===== src/rtl/operand_entry_ctrl.sv =====
// Operand entry sequencer: conditions the enter/cancel buttons and steps the
// operator through A, B and opcode entry, emitting registered load strobes.
module operand_entry_ctrl #(
  parameter int DEBOUNCE_CYCLES = 1_000_000
) (
  input  logic       clk,
  input  logic       reset,
  input  logic       btn_enter,
  input  logic       btn_cancel,
  output logic       load_A,
  output logic       load_B,
  output logic       load_Op,
  output logic       update_Res,
  output logic [3:0] step_leds
);

  localparam int CNT_W = (DEBOUNCE_CYCLES > 2) ? $clog2(DEBOUNCE_CYCLES) : 1;
  localparam logic [CNT_W-1:0] CNT_MAX = CNT_W'(DEBOUNCE_CYCLES - 1);

  typedef enum logic [2:0] {
    S_A   = 3'd0,
    S_B   = 3'd1,
    S_OP  = 3'd2,
    S_UPD = 3'd3,
    S_RES = 3'd4
  } state_t;

  logic [1:0] btn_raw;
  logic [1:0] press_ev;
  logic       enter_ev;
  logic       cancel_ev;

  assign btn_raw   = {btn_cancel, btn_enter};
  assign enter_ev  = press_ev[0];
  assign cancel_ev = press_ev[1];

  // Bit 0 conditions enter, bit 1 conditions cancel.
  genvar gi;
  generate
    for (gi = 0; gi < 2; gi++) begin : gen_btn
      logic             sync1_q, sync1_d;
      logic             sync2_q, sync2_d;
      logic             db_q, db_d;
      logic             db_prev_q, db_prev_d;
      logic [CNT_W-1:0] cnt_q, cnt_d;

      always_comb begin
        sync1_d   = btn_raw[gi];
        sync2_d   = sync1_q;
        db_prev_d = db_q;
        db_d      = db_q;
        cnt_d     = '0;
        // A disagreement must persist DEBOUNCE_CYCLES cycles; any agreement restarts it.
        if (sync2_q != db_q) begin
          if (cnt_q == CNT_MAX) begin
            db_d  = sync2_q;
            cnt_d = '0;
          end else begin
            cnt_d = cnt_q + 1'b1;
          end
        end
      end

      always_ff @(posedge clk or negedge reset) begin
        if (!reset) begin
          sync1_q   <= 1'b0;
          sync2_q   <= 1'b0;
          db_q      <= 1'b0;
          db_prev_q <= 1'b0;
          cnt_q     <= '0;
        end else begin
          sync1_q   <= sync1_d;
          sync2_q   <= sync2_d;
          db_q      <= db_d;
          db_prev_q <= db_prev_d;
          cnt_q     <= cnt_d;
        end
      end

      assign press_ev[gi] = db_q & ~db_prev_q;
    end
  endgenerate

  state_t state_q, state_d;
  logic   load_a_q, load_a_d;
  logic   load_b_q, load_b_d;
  logic   load_op_q, load_op_d;
  logic   update_res_q, update_res_d;

  always_ff @(posedge clk or negedge reset) begin
    if (!reset) begin
      state_q      <= S_A;
      load_a_q     <= 1'b0;
      load_b_q     <= 1'b0;
      load_op_q    <= 1'b0;
      update_res_q <= 1'b0;
    end else begin
      state_q      <= state_d;
      load_a_q     <= load_a_d;
      load_b_q     <= load_b_d;
      load_op_q    <= load_op_d;
      update_res_q <= update_res_d;
    end
  end

  always_comb begin
    state_d = state_q;
    case (state_q)
      S_A:   if (cancel_ev) state_d = S_A;  else if (enter_ev) state_d = S_B;
      S_B:   if (cancel_ev) state_d = S_A;  else if (enter_ev) state_d = S_OP;
      S_OP:  if (cancel_ev) state_d = S_A;  else if (enter_ev) state_d = S_UPD;
      S_UPD: state_d = S_RES;
      S_RES: if (cancel_ev || enter_ev) state_d = S_A;
      default: state_d = S_A;
    endcase
  end

  // Cancel masks enter, so a simultaneous press never raises a strobe.
  always_comb begin
    load_a_d     = 1'b0;
    load_b_d     = 1'b0;
    load_op_d    = 1'b0;
    update_res_d = 1'b0;
    step_leds    = 4'b0001;
    case (state_q)
      S_A: begin
        load_a_d  = enter_ev & ~cancel_ev;
        step_leds = 4'b0001;
      end
      S_B: begin
        load_b_d  = enter_ev & ~cancel_ev;
        step_leds = 4'b0010;
      end
      S_OP: begin
        load_op_d = enter_ev & ~cancel_ev;
        step_leds = 4'b0100;
      end
      S_UPD: begin
        update_res_d = 1'b1;
        step_leds    = 4'b1000;
      end
      S_RES: step_leds = 4'b1000;
      default: step_leds = 4'b0001;
    endcase
  end

  assign load_A     = load_a_q;
  assign load_B     = load_b_q;
  assign load_Op    = load_op_q;
  assign update_Res = update_res_q;

endmodule


===== config.mk =====
export PLATFORM = sky130hd
export DESIGN_NAME = operand_entry_ctrl
export DESIGN_NICKNAME = d
export VERILOG_FILES = /design/src/rtl/operand_entry_ctrl.sv
export SDC_FILE = /design/constraint.sdc
export NUM_CORES = 1
export LEC_CHECK = 0
export CORE_MARGIN = 10
export CORE_UTILIZATION = 41
export CTS_BUF_LIST = sky130_fd_sc_hd__clkbuf_8
export DETAILED_ROUTE_END_ITERATION = 8
export PLACE_DENSITY = 0.57
export SYNTH_ARGS = -nofsm -noshare
export SYNTH_HDL_FRONTEND = slang
export SYNTH_SLANG_ARGS = --single-unit

===== constraint.sdc =====
create_clock -name clk -period 2.7 [get_ports clk]
set_input_delay 0.54 -clock clk [delete_from_list [all_inputs] [get_ports clk]]
set_output_delay 0.54 -clock clk [all_outputs]
set_load 0.1 [all_outputs]

==> metrics.md <==
| Metric | Value |
|---|---|
| Port Buf Inserts | 11 |
| Synth Register Bits | 55 |
| DR pass1 iterations | 4 |
| CP Max Fanout | 6 |
| GR Util All Layers | 9.987% |
| Layout cells sized above 1 | 12.98% |
| Maxcap violations | 0 |
| Clock-pin slew on the worst setup and hold paths | 110 ps |
| CTS buffer count | 5 |
| Flop pwr share | 61.2% |
| Clk sinks | 55 |
| Row cnt | 28 |
| Critical path class | reg -> out |
| Vias in the first global route | 1692 |
| Core footprint | 6026 sq um |
| Fillers | 573 |
| Switching share of power | 24.42% |
| TritonCTS clock tree | built |
| Cell Pwr Density | 478.2 nW/um^2 |
| Worst setup SP type | register |
| Hold Vio Cnt, Final | 0 |
| Hold_ws | 234.0 ps |
| Fin crit share | 74.79% |
| P_int | 0.001041 W |
| Critical path required time | 2160 ps |
| WL final | 4.763 mm |
| Setup Buffers After CTS | 0 |
| Max_slew headroom | 57.50% |
| CTS root buf | clkbuf_8 |
| Seq/Total Area, Yosys | 53.24% |
| Setup tns final | 0 ps |
| Final-stage net count | 267 |
| Syn-to-layout area delta | 11.47% |
| M2 GR Usage | 14.28% |
| Clk_lat worst skew | 320 ps |
| Routability cong. | 0.7460 |
| Worst-margin pin slew | 637.5 ps |
| Initial Util | 42.90% |
| CP startpoint | state_q[1]$_DFFE_PN0P_ |
| Max clock buf depth | 2 |
| Detail Route Antenna Nets | 0 |
| Post-CTS sizing | 0 |
| Max Freq | 0.4952 GHz |
| DR iter-0 viols | 100 |
| Cells after synthesis | 243 |
| Largest net degree at the start of global routing | 29 |
| Final setup fails | 0 |
| Final Skew | 11.74 ps |
| Netlist cell types | 42 |
| Initial antenna violation count | 0 |
| Area of the multi-input gates | 1179 sq um |
| HP Class | in -> async |
| FF/Latch Area | 1376 sq um |
| Die ar. | 9880 sq um |
| GRT busiest layer | met2 |
| RSZ-0062 raised after global routing | false |
| Worst slack at placement | 739.9 ps |
| Vias/cell | 5.356 |
| Hpwl dp | 3.267 mm |
| Final core area utilization | 47.82% |
| Gr ovfl total | 0 |
| Via count | 1805 |
| Crit path capture type | primary output |
| Antenna diodes | 0 |
| GR met3 Demand/Resource | 2.907% |
| Htree depth | 2 |
| Comb power frac | 3.7% |
| Outcome | completed |
| Chip Width | 99.40 um |
| Setup ws final | 680.7 ps |
| CP arrival | 1480 ps |
| DR WL/cell | 14.13 um |
| First-pass GRT wire length | 8.307 mm |
| Max-slew violations | 0 |
| Syn_nets | 249 |
| Hold-fix buffers at CTS | 0 |
| R2R Path Start | gen_btn[1].cnt_q[16]$_DFF_PN0_ |
| Pleak | 1.199 nW |
| Die Y | 99.40 um |
| Worst ir drop on vdd | 0.2060 mV |
| NetSw | 0.0003365 W |
| Yosys Warn Count | 0 |
| Post-Syn Area | 2585 sq um |
| DRC viols | 0 |
| Time the worst path needs with I/O delays and setup | 2019 ps |
| Num ports | 12 |
| Mapped Avg Cell Area | 10.64 sq um |
| Clk network pwr share | 35.1% |
| Met1 Use GR | 13.99% |
worst max-delay path: stages, from the launching register on:
cell and delay (ps):
dfrtp_1 460, nor2_1 230, xor2_1 170, buf_4 310
cells in the final DEF (no fill, tap or decap), types with 2 or more instances in the layout:
cell type | netlist | final
nand2_1 | 15 | 15
inv_1 | 5 | 5
ha_1 | 2 | 2
nand3_2 | 2 | 2
nand4_1 | 8 | 8
nor3_1 | 6 | 6
nand2b_1 | 3 | 3
dfrtp_1 | 55 | 55
or3_1 | 4 | 4
nor4bb_1 | 2 | 2
and3_1 | 4 | 4
a21oi_1 | 9 | 9
nand3_1 | 11 | 11
nor2_1 | 35 | 35
or4_1 | 6 | 6
clkbuf_8 | 0 | 5
and4_1 | 2 | 2
xor2_1 | 13 | 13
nor4_1 | 8 | 8
o31ai_1 | 6 | 6
inv_6 | 0 | 2
xnor2_1 | 17 | 17
or2_2 | 4 | 4
o21ai_0 | 3 | 3
clkdlybuf4s50_1 | 0 | 2
nor2b_1 | 4 | 4
buf_4 | 1 | 10
path summary, 6_finish.rpt:
kind                                                   to  slack (ps)  depth (start not counted)
setup / recovery                             step_leds[0]         680                          3
hold / removal                       update_Res$_DFF_PN0_         230                          1
hold reg to reg              gen_btn[0].sync2_q$_DFF_PN0_         370                          0
setup reg to reg            gen_btn[1].cnt_q[2]$_DFF_PN0_         720                          5
min in group clk             gen_btn[0].sync2_q$_DFF_PN0_         370                          0
max in group asynchronous  gen_btn[0].cnt_q[12]$_DFF_PN0_        1890                          2
kinds of logic (layout without fill, tap and decap cells):
| logic type | count (synthesis) | in the layout | share of synthesized area [%] |
|---|---|---|---|
| and+or+nand+nor | 122 | 122 | 25.94 |
| DFF | 55 | 55 | 53.24 |
| xor gates and xnor gates | 30 | 30 | 10.16 |
| AOI/OAI and AO/OA | 23 | 23 | 6.922 |
| buffers and inverters | 8 | 27 | 1.355 |
| muxes | 3 | 3 | 1.403 |
| adders and majority gates | 2 | 2 | 0.9679 |
power by group through the flow:
stage,registers (W),clock network (W),logic [W]
floorplan,0.000857,0,0.0000225
detailed placement,0.000859,0,0.0000526
global placement,0.000859,0,0.0000541
CTS,0.000843,0.000502,0.0000538
global route,0.000845,0.000535,0.0000591
finish,0.000843,0.000483,0.0000514
Yosys cell counts:
| cell type | count | area, sq um |
|---|---|---|
| mux2i_1 | 1 | 10.01 |
| dfrtp_1 | 55 | 1376 |
| nand2_1 | 15 | 56.30 |
| and3_2 | 1 | 7.510 |
| or4b_1 | 1 | 10.01 |
| buf_4 | 1 | 7.510 |
| clkbuf_1 | 1 | 3.750 |
| mux2_4 | 1 | 15.01 |
| and4_1 | 2 | 17.52 |
| or3_1 | 4 | 25.02 |
| nand2b_1 | 3 | 18.77 |
| or2_2 | 4 | 25.02 |
| o31ai_4 | 1 | 21.27 |
| a21oi_1 | 9 | 45.04 |
| xor2_1 | 13 | 113.9 |
| nand3_1 | 11 | 55.05 |
| nor2_1 | 35 | 131.4 |
| a41o_1 | 1 | 10.01 |
| and3_1 | 4 | 25.02 |
| a21o_1 | 1 | 7.510 |
| nand4bb_1 | 1 | 11.26 |
| o31ai_1 | 6 | 45.04 |
| and2_1 | 1 | 6.260 |
| a21boi_0 | 1 | 7.510 |
| inv_1 | 5 | 18.77 |
| nor4_1 | 8 | 50.05 |
| buf_2 | 1 | 5.000 |
| nor3b_1 | 1 | 7.510 |
| ha_1 | 2 | 25.02 |
| nand4_1 | 8 | 50.05 |
| nand3_2 | 2 | 20.02 |
| and3b_1 | 1 | 8.760 |
| o41ai_4 | 1 | 27.53 |
| or4b_4 | 1 | 13.76 |
| xnor2_1 | 17 | 148.9 |
| nor4bb_1 | 2 | 20.02 |
| mux2_2 | 1 | 11.26 |
| nor2b_1 | 4 | 25.02 |
| nor3_1 | 6 | 30.03 |
| o21ai_0 | 3 | 15.01 |
| or4_4 | 1 | 11.26 |
| or4_1 | 6 | 45.04 |
state kept, by name, indices dropped and copies added, names as in the netlist:
| name | cells |
|---|---|
| state_q | 3 |
| load_B | 1 |
| gen_btn.sync2_q | 2 |
| update_Res | 1 |
| gen_btn.sync1_q | 2 |
| gen_btn.db_prev_q | 2 |
| gen_btn.db_prev_d | 2 |
| load_A | 1 |
| gen_btn.cnt_q | 40 |
| load_Op | 1 |
metrics by stage:
step,total power (W),std cells,instance area (sq um)
global placement,0.0009126,329,2788
CTS,0.001399,337,2882
floorplan,0.0008792,243,2590
detailed placement,0.0009114,329,2788
global route,0.001439,337,2882
finish,0.001378,337,2882
layout make-up:
class,instances,share of cell area (%)
Tap cell,75,3.257
Clock buffer,5,2.388
Sequential cell,55,47.76
Multi-Input combinational cell,180,40.90
Timing Repair Buffer,14,4.168
Inverter,5,0.6513
Clock inverter,3,0.8684
layer usage:
layer	vias up	share of wire (%)
met4	0	1.1
met2	23	43
met5	-	0
met1	876	52
li1	899	-
met3	7	4.2
Note: power is estimated with default switching activity, not from simulation.
